**src/rtl/aud_i2c_pkg.sv**
```systemverilog
// Shared types and constants for the WM8731 control-port I2C responder.
// The register indices follow the codec's own register map.
package aud_i2c_pkg;

    typedef enum logic [2:0] {
        S_IDLE      = 3'd0,
        S_ADDR      = 3'd1,
        S_ADDR_ACK  = 3'd2,
        S_BYTE1     = 3'd3,
        S_ACK1      = 3'd4,
        S_BYTE2     = 3'd5,
        S_ACK2      = 3'd6,
        S_WAIT_STOP = 3'd7
    } state_t;

    localparam logic [6:0] WM8731_ADDR = 7'b0011010;

    localparam logic [6:0] LEFT_LINE_IN  = 7'd0;
    localparam logic [6:0] RIGHT_LINE_IN = 7'd1;
    localparam logic [6:0] LEFT_HP_OUT   = 7'd2;
    localparam logic [6:0] RIGHT_HP_OUT  = 7'd3;
    localparam logic [6:0] ANALOG_PATH   = 7'd4;
    localparam logic [6:0] DIGITAL_PATH  = 7'd5;
    localparam logic [6:0] POWER_DOWN    = 7'd6;
    localparam logic [6:0] DIGITAL_IF    = 7'd7;
    localparam logic [6:0] SAMPLING      = 7'd8;
    localparam logic [6:0] ACTIVE        = 7'd9;
    localparam logic [6:0] RESET         = 7'd15;

endpackage

```
**src/rtl/i2c_line_sync.sv**
```systemverilog
// Brings the asynchronous SCL/SDA pins into the system clock domain and
// derives single-cycle edge, START and STOP strobes from the synchronized lines.
module i2c_line_sync (
    input  logic i_clk,
    input  logic i_rst,
    input  logic i_scl,
    input  logic i_sda,
    output logic scl_rise,
    output logic scl_fall,
    output logic start_det,
    output logic stop_det,
    output logic sda_s
);

    // Bit 0 = metastability flop, bit 1 = synchronized level, bit 2 = previous level.
    logic [2:0] scl_pipe_q, scl_pipe_d;
    logic [2:0] sda_pipe_q, sda_pipe_d;

    always_comb begin
        scl_pipe_d = {scl_pipe_q[1:0], i_scl};
        sda_pipe_d = {sda_pipe_q[1:0], i_sda};
    end

    always_ff @(posedge i_clk) begin
        if (i_rst) begin
            scl_pipe_q <= 3'b111;
            sda_pipe_q <= 3'b111;
        end else begin
            scl_pipe_q <= scl_pipe_d;
            sda_pipe_q <= sda_pipe_d;
        end
    end

    logic scl_high;
    assign scl_high  = scl_pipe_q[1] & scl_pipe_q[2];

    assign scl_rise  = scl_pipe_q[1] & ~scl_pipe_q[2];
    assign scl_fall  = ~scl_pipe_q[1] & scl_pipe_q[2];
    assign start_det = scl_high & sda_pipe_q[2] & ~sda_pipe_q[1];
    assign stop_det  = scl_high & ~sda_pipe_q[2] & sda_pipe_q[1];
    assign sda_s     = sda_pipe_q[1];

endmodule

```
**src/rtl/i2c_codec_responder.sv**
```systemverilog
// I2C write-only target modelling the WM8731 control port: ACKs 3-byte frames,
// commits them to a 9-bit register shadow and flags protocol errors.
module i2c_codec_responder
    import aud_i2c_pkg::*;
#(
    parameter logic [6:0] DEV_ADDR = WM8731_ADDR,
    parameter int         NUM_REGS = 10
) (
    input  logic       i_clk,
    input  logic       i_rst,
    input  logic       i_scl,
    input  logic       i_sda,
    output logic       o_sda_oen,
    output logic       o_wr_valid,
    output logic [6:0] o_reg_addr,
    output logic [8:0] o_reg_data,
    input  logic [3:0] i_rd_addr,
    output logic [8:0] o_rd_data,
    output logic       o_err,
    output logic       o_busy
);

    logic scl_rise, scl_fall, start_det, stop_det, sda_s;

    i2c_line_sync u_line_sync (
        .i_clk     (i_clk),
        .i_rst     (i_rst),
        .i_scl     (i_scl),
        .i_sda     (i_sda),
        .scl_rise  (scl_rise),
        .scl_fall  (scl_fall),
        .start_det (start_det),
        .stop_det  (stop_det),
        .sda_s     (sda_s)
    );

    state_t     state_q, state_d;
    logic [3:0] bit_cnt_q, bit_cnt_d;
    logic [7:0] shift_q, shift_d;
    logic [7:0] byte1_q, byte1_d;
    logic       match_q, match_d;
    logic       oen_q, oen_d;
    logic       wr_valid_q, wr_valid_d;
    logic       err_q, err_d;
    logic [6:0] reg_addr_q, reg_addr_d;
    logic [8:0] reg_data_q, reg_data_d;
    logic [8:0] rd_data_q, rd_data_d;
    logic [8:0] shadow_q [NUM_REGS];
    logic       commit;
    logic       in_frame;

    assign in_frame = (state_q != S_IDLE) && (state_q != S_WAIT_STOP);

    // In byte states bit_cnt counts latched bits; in ACK states it marks that
    // the ninth SCL pulse has risen, so the following fall ends the ACK slot.
    always_comb begin
        state_d    = state_q;
        bit_cnt_d  = bit_cnt_q;
        shift_d    = shift_q;
        byte1_d    = byte1_q;
        match_d    = match_q;
        oen_d      = oen_q;
        wr_valid_d = 1'b0;
        err_d      = 1'b0;
        reg_addr_d = reg_addr_q;
        reg_data_d = reg_data_q;
        commit     = 1'b0;

        if (start_det) begin
            err_d     = in_frame;
            state_d   = S_ADDR;
            bit_cnt_d = 4'd0;
            oen_d     = 1'b0;
        end else if (stop_det) begin
            err_d     = in_frame;
            state_d   = S_IDLE;
            bit_cnt_d = 4'd0;
            oen_d     = 1'b0;
        end else begin
            case (state_q)
                S_ADDR, S_BYTE1, S_BYTE2: begin
                    if (scl_rise) begin
                        shift_d   = {shift_q[6:0], sda_s};
                        bit_cnt_d = bit_cnt_q + 4'd1;
                    end else if (scl_fall && bit_cnt_q == 4'd8) begin
                        bit_cnt_d = 4'd0;
                        if (state_q == S_ADDR) begin
                            match_d = (shift_q[7:1] == DEV_ADDR) && !shift_q[0];
                            oen_d   = (shift_q[7:1] == DEV_ADDR) && !shift_q[0];
                            state_d = S_ADDR_ACK;
                        end else if (state_q == S_BYTE1) begin
                            byte1_d = shift_q;
                            oen_d   = 1'b1;
                            state_d = S_ACK1;
                        end else begin
                            oen_d   = 1'b1;
                            state_d = S_ACK2;
                        end
                    end
                end
                S_ADDR_ACK, S_ACK1, S_ACK2: begin
                    if (scl_rise) begin
                        bit_cnt_d = 4'd1;
                    end else if (scl_fall && bit_cnt_q != 4'd0) begin
                        bit_cnt_d = 4'd0;
                        oen_d     = 1'b0;
                        if (state_q == S_ADDR_ACK) begin
                            state_d = match_q ? S_BYTE1 : S_WAIT_STOP;
                        end else if (state_q == S_ACK1) begin
                            state_d = S_BYTE2;
                        end else begin
                            commit     = 1'b1;
                            wr_valid_d = 1'b1;
                            reg_addr_d = byte1_q[7:1];
                            reg_data_d = {byte1_q[0], shift_q};
                            state_d    = S_WAIT_STOP;
                        end
                    end
                end
                default: ;
            endcase
        end
    end

    always_ff @(posedge i_clk) begin
        if (i_rst) begin
            state_q    <= S_IDLE;
            bit_cnt_q  <= 4'd0;
            shift_q    <= 8'd0;
            byte1_q    <= 8'd0;
            match_q    <= 1'b0;
            oen_q      <= 1'b0;
            wr_valid_q <= 1'b0;
            err_q      <= 1'b0;
            reg_addr_q <= 7'd0;
            reg_data_q <= 9'd0;
            rd_data_q  <= 9'd0;
        end else begin
            state_q    <= state_d;
            bit_cnt_q  <= bit_cnt_d;
            shift_q    <= shift_d;
            byte1_q    <= byte1_d;
            match_q    <= match_d;
            oen_q      <= oen_d;
            wr_valid_q <= wr_valid_d;
            err_q      <= err_d;
            reg_addr_q <= reg_addr_d;
            reg_data_q <= reg_data_d;
            rd_data_q  <= rd_data_d;
        end
    end

    // Out-of-range register indices decode to no write enable at all.
    logic [NUM_REGS-1:0] shadow_we;

    generate
        for (genvar gi = 0; gi < NUM_REGS; gi++) begin : g_shadow_we
            assign shadow_we[gi] = commit && (byte1_q[7:1] == 7'(gi));
        end
    endgenerate

    always_ff @(posedge i_clk) begin
        for (int i = 0; i < NUM_REGS; i++) begin
            if (i_rst) begin
                shadow_q[i] <= 9'd0;
            end else if (shadow_we[i]) begin
                shadow_q[i] <= {byte1_q[0], shift_q};
            end
        end
    end

    always_comb begin
        rd_data_d = 9'd0;
        for (int i = 0; i < NUM_REGS; i++) begin
            if (i_rd_addr == 4'(i)) begin
                rd_data_d = shadow_q[i];
            end
        end
    end

    assign o_sda_oen  = oen_q;
    assign o_wr_valid = wr_valid_q;
    assign o_reg_addr = reg_addr_q;
    assign o_reg_data = reg_data_q;
    assign o_rd_data  = rd_data_q;
    assign o_err      = err_q;
    assign o_busy     = (state_q != S_IDLE);

endmodule

```
**config.mk**
```make
export PLATFORM = sky130hd
export DESIGN_NAME = i2c_codec_responder
export DESIGN_NICKNAME = d
export VERILOG_FILES = /design/src/rtl/aud_i2c_pkg.sv /design/src/rtl/i2c_line_sync.sv /design/src/rtl/i2c_codec_responder.sv
export SDC_FILE = /design/constraint.sdc
export NUM_CORES = 1
export LEC_CHECK = 0
export ABC_AREA = 1
export CELL_PAD_IN_SITES_DETAIL_PLACEMENT = 1
export CELL_PAD_IN_SITES_GLOBAL_PLACEMENT = 1
export CORE_ASPECT_RATIO = 1.4
export CORE_MARGIN = 4
export CORE_UTILIZATION = 45
export CTS_CLUSTER_SIZE = 30
export DETAILED_ROUTE_END_ITERATION = 16
export HOLD_SLACK_MARGIN = 0.05
export PLACE_DENSITY = 0.83
export REMOVE_ABC_BUFFERS = 1
export SLEW_MARGIN = 20
export SYNTH_ARGS = -nofsm -noshare
export SYNTH_HDL_FRONTEND = slang
export SYNTH_SLANG_ARGS = --single-unit
```
**constraint.sdc**
```tcl
create_clock -name i_clk -period 2.5 [get_ports i_clk]
set_input_delay 0.75 -clock i_clk [delete_from_list [all_inputs] [get_ports i_clk]]
set_output_delay 0.75 -clock i_clk [all_outputs]
set_load 0.05 [all_outputs]
```
==> metrics.sh, run 1 <==
FIRST_GLOBAL_VIAS=5808
DIE_HEIGHT_UM=148.4
MULTIPLEXER_FRACTION_OF_THE_SYNTHESIZED_CELL_AREA_PCT=0
POWER.CLOCK.FRACTION_PCT=41.7
SYNTHDOMINANTCELLAREASHARE_PCT=42.63
YOSYS-TOP-CELLS-AREA='sky130_fd_sc_hd__edfxtp_1, sky130_fd_sc_hd__dfxtp_1, sky130_fd_sc_hd__nor2_1, sky130_fd_sc_hd__nand2_1, sky130_fd_sc_hd__a21oi_1'
GRT_ANTENNA_BEFORE_REPAIR=0
POST-CTS-SETUP-BUFFER-COUNT=0
CTS.SINK_COUNT=148
TIMING.RR.START='bit_cnt_q[0]$_SDFFE_PP0P_'
SYNTH_SEQ_CELLS=148
CRIT_CHAIN='clkdlybuf4s50_1'
FLOORPLAN.INITIALDENSITY_PCT=45.78
SYNTH_AREA_LEADER_CELL='sky130_fd_sc_hd__edfxtp_1'
SYNTH_SEQUENTIAL_AREA_RATIO_PCT=60.94
HOLD_PATH.CLASS='reg2reg'
SYNTH_TOP_FAMILY_BY_AREA='simple AND/OR/NAND/NOR gates'
FINALWEIGHTEDCONGESTION=1.030
SETUP_VIOL_COUNT_FINAL=0
DIE_AREA_UM2=16080
GRT_START_MAX_NET_PINS=23
PATH_BUF_INV=1
CP-START-KIND='flip-flop'
TIMING.FMAX_MHz=424.8
DIEWIDTH_UM=108.3
POWER_REPORT.INTERNAL_TOTAL_W=0.004623
NUMBER_OF_BUFFERS_ADDED_BY_THE_CLOCK_TREE_SYNTHESIS_STEP=17
DESIGN.PORTCOUNT=37
LEAKAGEPOWER_nW=2.853
YOSYS.AREA_SHARE.XOR_XNOR_PCT=0.1381
WORST_CLOCK_SKEW_PS=8.165
WIRELENGTH_MM=19.23
NETSWITCHINGFRACTION_PCT=27.02
PWR-SHARE-SEQ_PCT=44.4
HP-START='u_line_sync.scl_pipe_q[0]$_SDFF_PP1_'
HOLD_SLACK_PS=414.0
CRIT_FAMILY='buffers and inverters'
CORE_AREA_UM2=13850
ARRIVAL_TIME_AT_THE_WORST_ENDPOINT_PS=1600
TRITONCTS_CLOCK_TREE='built'
VDD_DROP_MAX_mV=0.6532
POST_LAYOUT_NONFILLER_INSTANCES=939
DETAIL_ROUTE.FIRST_PASS.ITERATIONS=5
CAP_VIOLATIONS=0
LAYOUT_MIN_CYCLE_TIME_PS=2354
SYN_AREA_PER_CELL_UM2=9.188
YOSYS.AREA_SHARE.ADDER_PCT=0.3947
POST_SYNTH_NUM_CELL_TYPES=31
YOSYS.AREA_SHARE.SIMPLE_PCT=23.51
CTSLONGESTPATHBUFFERS=2
CTS_ROOT_BUFFER='sky130_fd_sc_hd__clkbuf_16'
CRITICAL_PATH_PEAK_FANOUT=2
WORST-ENDPOINT-REQUIRED_PS=1750
YOSYS_WARNING_COUNT=0
SYN_TO_FINAL_GROWTH_PCT=19.58
DRT-VIAS-PER-INSTANCE=5.457
CLK_TRANSITION_REPORTED_PATHS_PS=60
STARTPOINT_TO_ENDPOINT_CLASS_OF_THE_CRITICAL_PATH='reg2out'
POWER_DENSITY_nW_PER_UM2=835.6
HTREE_NUM_LEVELS=4
GRT_USE_TOTAL_PCT=25.78
FINAL_CORE_UTIL_PCT=54.75
WORSTSETUPSTARTPOINT='o_reg_data[2]$_SDFFE_PP0P_'
DRIVE_GT1_SHARE_PCT=11.14
POST-ROUTE-DRC-COUNT=0
GRT_PASS1_WL_MM=31.02
POSTSYNTHCELLCOUNT=690
RUN_STATUS='finished, final reports clean'
CRITICAL-PATH-SLOWEST-CELL='sky130_fd_sc_hd__clkdlybuf4s50_1'
TIMING.FINAL.HOLD_VIOLATIONS=0
ROUTED_WIRE_LENGTH_PER_INSTANCE_UM=20.48
POWER.COMBINATIONAL.FRACTION_PCT=13.9
PLACE_HPWL_MM=13.52
PLACE.PORT_BUFFERS=36
SWITCHING_POWER_W=0.001711
CLKLATENCYLATEPIN_PS=420
ANT_NETS=0
SETUP.WORST_PATH.END_CLASS='primary output'
ROWS=51
SLEW_LIMIT_HEADROOM_PCT=36.74
SYN_AREA_UM2=6340
MAX_STAGE_DELAY_PS=840
TIMING.FINAL.CRIT_SHARE_PCT=94.16
POST_SYNTHESIS_COMPOUND_GATE_AREA_FRACTION_PCT=8.782
DETAILEDROUTE.FIRSTITERATIONVIOLATIONS=257
POST_CTS_HOLD_BUFFER_COUNT=0
GLOBALROUTEOVERFLOWTOTAL=0
DP.CELLS=907
GRT_SETUP_UNREPAIRED='false'
REPORT.FINAL.SLEW_VIOL_COUNT=0
VIAS=5124
DESIGN.FINAL.NETS=751
WORST_PIN_SLEW_PS=943.3
N_ANTENNA_CELL=0
through the flow:
step | worst slack [ps] | power, W | instance area (um2) | TNS, ps
2_1_floorplan | 25.23 | 0.003431 | 6233 | 0
3_3_place_gp | -136.4 | 0.003674 | 6973 | -328.9
3_5_place_dp | -187.0 | 0.003725 | 6978 | -1001
4_1_cts | 136.3 | 0.006349 | 7577 | 0
5_1_grt | 33.37 | 0.006568 | 7581 | 0
6_report | 146.1 | 0.006334 | 7581 | 0
cell usage after synthesis, drive strengths merged:
| library cell | number |
|---|---|
| a21oi | 60 |
| buf | 9 |
| clkbuf | 15 |
| clkinv | 3 |
| dfxtp | 58 |
| edfxtp | 90 |
| ha | 2 |
| inv | 74 |
| nand2 | 117 |
| nand3 | 41 |
| nand4 | 14 |
| nor2 | 138 |
| nor3 | 9 |
| nor3b | 1 |
| nor4 | 4 |
| o21a | 1 |
| o21ai | 46 |
| o31ai | 2 |
| or2 | 5 |
| xor2 | 1 |
path summary, 6_finish.rpt:
kind                                                             end  slack, ps  depth (start not counted)
worst max-delay path                                   o_reg_data[2]        150                          1
worst min-delay path            u_line_sync.scl_pipe_q[1]$_SDFF_PP1_        410                          1
worst max register to register          shadow_q[2][6]$_SDFFCE_PN0P_        280                         10
worst min register to register  u_line_sync.scl_pipe_q[1]$_SDFF_PP1_        410                          1
state kept, by name, indices dropped and copies added (netlist names):
| register | flops |
|---|---|
| u_line_sync.scl_pipe_q | 3 |
| shift_q | 8 |
| o_reg_addr | 7 |
| shadow_q | 90 |
| o_sda_oen | 1 |
| bit_cnt_q | 4 |
| state_q | 3 |
| byte1_q | 8 |
| o_rd_data | 9 |
| o_wr_valid | 1 |
| u_line_sync.sda_pipe_q | 3 |
| match_q | 1 |
| o_err | 1 |
| o_reg_data | 9 |
metal layers:
layer  part of all wire (%)  track usage [%]  up-vias  wire length (um)
met1                     37            28.22     2523              7138
li1                       -                -     2381                 -
met3                    4.6            5.211       57               879
met4                    5.0            14.28        0               965
met2                     53            46.01      163             10250
met5                      0                0        -                 0
layout by cell type, fill, tap and decap left out, types with 21 or more instances in the layout:
master                            netlist  final
sky130_fd_sc_hd__nor2_1               130    130
sky130_fd_sc_hd__nand2_1              107    107
sky130_fd_sc_hd__edfxtp_1              90     90
sky130_fd_sc_hd__inv_1                 71     71
sky130_fd_sc_hd__a21oi_1               60     60
sky130_fd_sc_hd__dfxtp_1               58     58
sky130_fd_sc_hd__o21ai_0               45     45
sky130_fd_sc_hd__nand3_1               36     36
sky130_fd_sc_hd__clkdlybuf4s50_1        0     35
sky130_fd_sc_hd__buf_4                  2     21
cells by family (layout without fill, tap and decap cells):
family | count (synthesis) | count (layout)
AO/OA/AOI/OAI | 109 | 109
XOR/XNOR | 1 | 1
adder cells (fa/ha/maj) | 2 | 2
buffers and inverters | 101 | 165
flip-flops | 148 | 148
AND/OR/NAND/NOR | 329 | 329
power groups by stage:
stage / registers (W) / logic (W) / clock network, W
2_1_floorplan: 0.00290 / 0.000533 / 0
3_3_place_gp: 0.00285 / 0.000823 / 0
3_5_place_dp: 0.00286 / 0.000864 / 0
4_1_cts: 0.00281 / 0.000880 / 0.00266
5_1_grt: 0.00283 / 0.000969 / 0.00277
6_report: 0.00281 / 0.000878 / 0.00264
cell type report:
type / count / area (um2)
multi-input cells: 441 / 2086
fillers: 1581 / 6266
flip-flops and latches: 148 / 3864
well taps: 185 / 231.5
inverters: 77 / 292.8
clock buffers: 20 / 436.7
repair buffers: 56 / 508.0
clock inverters: 12 / 162.7
what timing repair did:
item | 4_1_cts | 5_1_grt
gates resized for setup | 0 | 1
hold endpoints to repair | 0 | 0
setup endpoints to repair | 0 | 1
Power figures use the tool's default switching activity.
==> run 2: changes to the inputs <==
--- a/config.mk
+++ b/config.mk
@@ -16,7 +16,6 @@
 export HOLD_SLACK_MARGIN = 0.05
 export PLACE_DENSITY = 0.83
 export REMOVE_ABC_BUFFERS = 1
-export SLEW_MARGIN = 20
 export SYNTH_ARGS = -nofsm -noshare
 export SYNTH_HDL_FRONTEND = slang
 export SYNTH_SLANG_ARGS = --single-unit
==> metrics.sh, run 2 (same netlist as run 1, synthesis figures left out) <==
RUN_STATUS='finished, final reports clean'
CRITICAL-PATH-SLOWEST-CELL='sky130_fd_sc_hd__clkdlybuf4s50_1'
POWER_REPORT.INTERNAL_TOTAL_W=0.004591  # -0.69%
POST_LAYOUT_NONFILLER_INSTANCES=939  # unchanged
CTS_ROOT_BUFFER='sky130_fd_sc_hd__clkbuf_16'
CRIT_FAMILY='buffers and inverters'
LAYOUT_MIN_CYCLE_TIME_PS=2360  # +6.200 ps
SYN_TO_FINAL_GROWTH_PCT=19.58  # unchanged
WORST_PATH_SETUP_SLACK_AFTER_ROUTING_PS=139.9  # -6.200 ps
VDD_DROP_MAX_mV=0.6208  # -5.0%
PATH_BUF_INV=1  # unchanged
FLOORPLAN.INITIALDENSITY_PCT=45.78  # unchanged
CLKLATENCYLATEPIN_PS=420  # about the same
WORST-ENDPOINT-REQUIRED_PS=1750  # about the same
LEAKAGEPOWER_nW=2.870  # +0.57%
GRT_USE_TOTAL_PCT=25.46  # -0.31 points
PRE_CTS_SLACK_PS=-162.6  # +24.37 ps
CRIT_CHAIN='clkdlybuf4s50_1'
HOLD_PATH.CLASS='reg2reg'
DIE_HEIGHT_UM=148.4  # unchanged
VIAS=5128  # +0.078%
FINAL_CORE_UTIL_PCT=54.75  # unchanged
ROUTED_WIRE_LENGTH_PER_INSTANCE_UM=20.33  # -0.74%
NETSWITCHINGFRACTION_PCT=27.07  # +0.055 points
CP-START-KIND='flip-flop'
GRT_PASS1_WL_MM=30.69  # -1.0%
TIMING.FINAL.CRIT_SHARE_PCT=94.41  # +0.25 points
DIEWIDTH_UM=108.3  # unchanged
SETUP_VIOL_COUNT_FINAL=0  # unchanged
PLACE_HPWL_MM=13.28  # -1.8%
POWER.COMBINATIONAL.FRACTION_PCT=13.9  # about the same
GRT_ANTENNA_BEFORE_REPAIR=0  # unchanged
POST-ROUTE-DRC-COUNT=0  # unchanged
FIRST_GLOBAL_VIAS=5703  # -1.8%
MAX_STAGE_DELAY_PS=850  # about the same
POWER_DENSITY_nW_PER_UM2=830.4  # -0.62%
DRT-VIAS-PER-INSTANCE=5.461  # about the same
CTS.SINK_COUNT=148  # unchanged
GRT_SETUP_UNREPAIRED='false'
NUMBER_OF_BUFFERS_ADDED_BY_THE_CLOCK_TREE_SYNTHESIS_STEP=17  # unchanged
ARRIVAL_TIME_AT_THE_WORST_ENDPOINT_PS=1610  # about the same
DESIGN.FINAL.NETS=751  # unchanged
MAX_FLOP_REGISTER='shadow_q'
TIMING.FINAL.HOLD_VIOLATIONS=0  # unchanged
REPORT.FINAL.SLEW_VIOL_COUNT=0  # unchanged
WORST_CLOCK_SKEW_PS=9.587  # +1.423 ps
DP.CELLS=907  # unchanged
TRITONCTS_CLOCK_TREE='built'
SETUP.WORST_PATH.END_CLASS='primary output'
TIMING.FMAX_MHz=423.7  # -0.26%
HTREE_NUM_LEVELS=4  # unchanged
FIN_TOTAL_PWR_W=0.006295  # -0.62%
FINALWEIGHTEDCONGESTION=1.030  # unchanged
CLK_TRANSITION_REPORTED_PATHS_PS=60  # about the same
REG2REG_SLACK_PS=190  # -90 ps
LARGEST_REG_FLOPS=90  # unchanged
DIE_AREA_UM2=16080  # unchanged
CORE_AREA_UM2=13850  # unchanged
STARTPOINT_TO_ENDPOINT_CLASS_OF_THE_CRITICAL_PATH='reg2out'
POST_CTS_HOLD_BUFFER_COUNT=0  # unchanged
ANT_NETS=0  # unchanged
WIRELENGTH_MM=19.09  # -0.74%
CTSLONGESTPATHBUFFERS=2  # unchanged
COMMONEST_NON_FILL_NON_TAP_CELLS_IN_THE_LAYOUT='sky130_fd_sc_hd__nor2_1, sky130_fd_sc_hd__nand2_1, sky130_fd_sc_hd__edfxtp_1, sky130_fd_sc_hd__inv_1, sky130_fd_sc_hd__a21oi_1'
WORST_PIN_SLEW_PS=810.4  # -132.8 ps
DETAILEDROUTE.FIRSTITERATIONVIOLATIONS=278  # +8.2%
PLACE.PORT_BUFFERS=36  # unchanged
DESIGN.PORTCOUNT=37  # unchanged
DRIVE_GT1_SHARE_PCT=11.27  # +0.13 points
CTS.REPAIR.RESIZED=1  # +1
ROWS=51  # unchanged
PWR-SHARE-SEQ_PCT=44.7  # +0.3 points
N_ANTENNA_CELL=0  # unchanged
DETAIL_ROUTE.FIRST_PASS.ITERATIONS=5  # unchanged
SWITCHING_POWER_W=0.001704  # -0.41%
LAYOUT_COMMONEST_CELL='sky130_fd_sc_hd__nor2_1'
POST-CTS-SETUP-BUFFER-COUNT=0  # unchanged
CRITICAL_PATH_PEAK_FANOUT=1  # -1
GLOBALROUTEOVERFLOWTOTAL=0  # unchanged
GRT_START_MAX_NET_PINS=23  # unchanged
CAP_VIOLATIONS=0  # unchanged
POWER.CLOCK.FRACTION_PCT=41.5  # -0.2 points
SLEW_LIMIT_HEADROOM_PCT=45.65  # +8.9 points
-- run 2: metal layers --
layer	GRT usage (%)	routed length [um]	vias to the layer above
li1	-	-	2383
met1	27.63	6956	2498
met2	45.95	10190	179
met3	4.907	903	68
met4	13.96	1045	0
met5	0	0	-
-- run 2: through the flow --
stage,hold slack [ps],setup TNS [ps],cell area (um2)
2_1_floorplan,389.5,0,6233
3_3_place_gp,402.2,-328.9,6973
3_5_place_dp,403.0,-905.6,6973
4_1_cts,419.2,0,7581
5_1_grt,440.4,0,7581
6_report,414.3,0,7581
-- run 2: worst paths after layout --
kind                                   startpoint                                   end  cells after the start
max reg2reg               byte1_q[3]$_SDFFE_PP0P_          shadow_q[6][2]$_SDFFCE_PN0P_                      6
max                       o_rd_data[0]$_SDFF_PP0_                          o_rd_data[0]                      1
min reg2reg  u_line_sync.scl_pipe_q[0]$_SDFF_PP1_  u_line_sync.scl_pipe_q[1]$_SDFF_PP1_                      1
min          u_line_sync.scl_pipe_q[0]$_SDFF_PP1_  u_line_sync.scl_pipe_q[1]$_SDFF_PP1_                      1
-- run 2: final cells by class --
cell class	instances	area, um2
tap	185	231.5
clock buffer	24	508.0
timing repair buffer	56	508.0
fill	1594	6266
inverter	77	289.0
clock inverter	8	95.09
multi-input combinational	441	2086
sequential	148	3864
-- run 2: power by group through the flow --
stage | clock network [W] | logic (W) | registers, W
finish | 0.00261 | 0.000873 | 0.00281
detailed placement | 0 | 0.000866 | 0.00286
global route | 0.00273 | 0.000971 | 0.00282
floorplan | 0 | 0.000533 | 0.00290
global placement | 0 | 0.000823 | 0.00285
CTS | 0.00262 | 0.000877 | 0.00281
-- run 2: worst reg2reg max path: stages, from the launching register on --
cell                      delay (ps)
sky130_fd_sc_hd__dfxtp_1         360
sky130_fd_sc_hd__inv_1           120
sky130_fd_sc_hd__nor2_1          250
sky130_fd_sc_hd__inv_1           140
sky130_fd_sc_hd__nor4_1          510
sky130_fd_sc_hd__nand2_1         140
sky130_fd_sc_hd__nand2_1         410
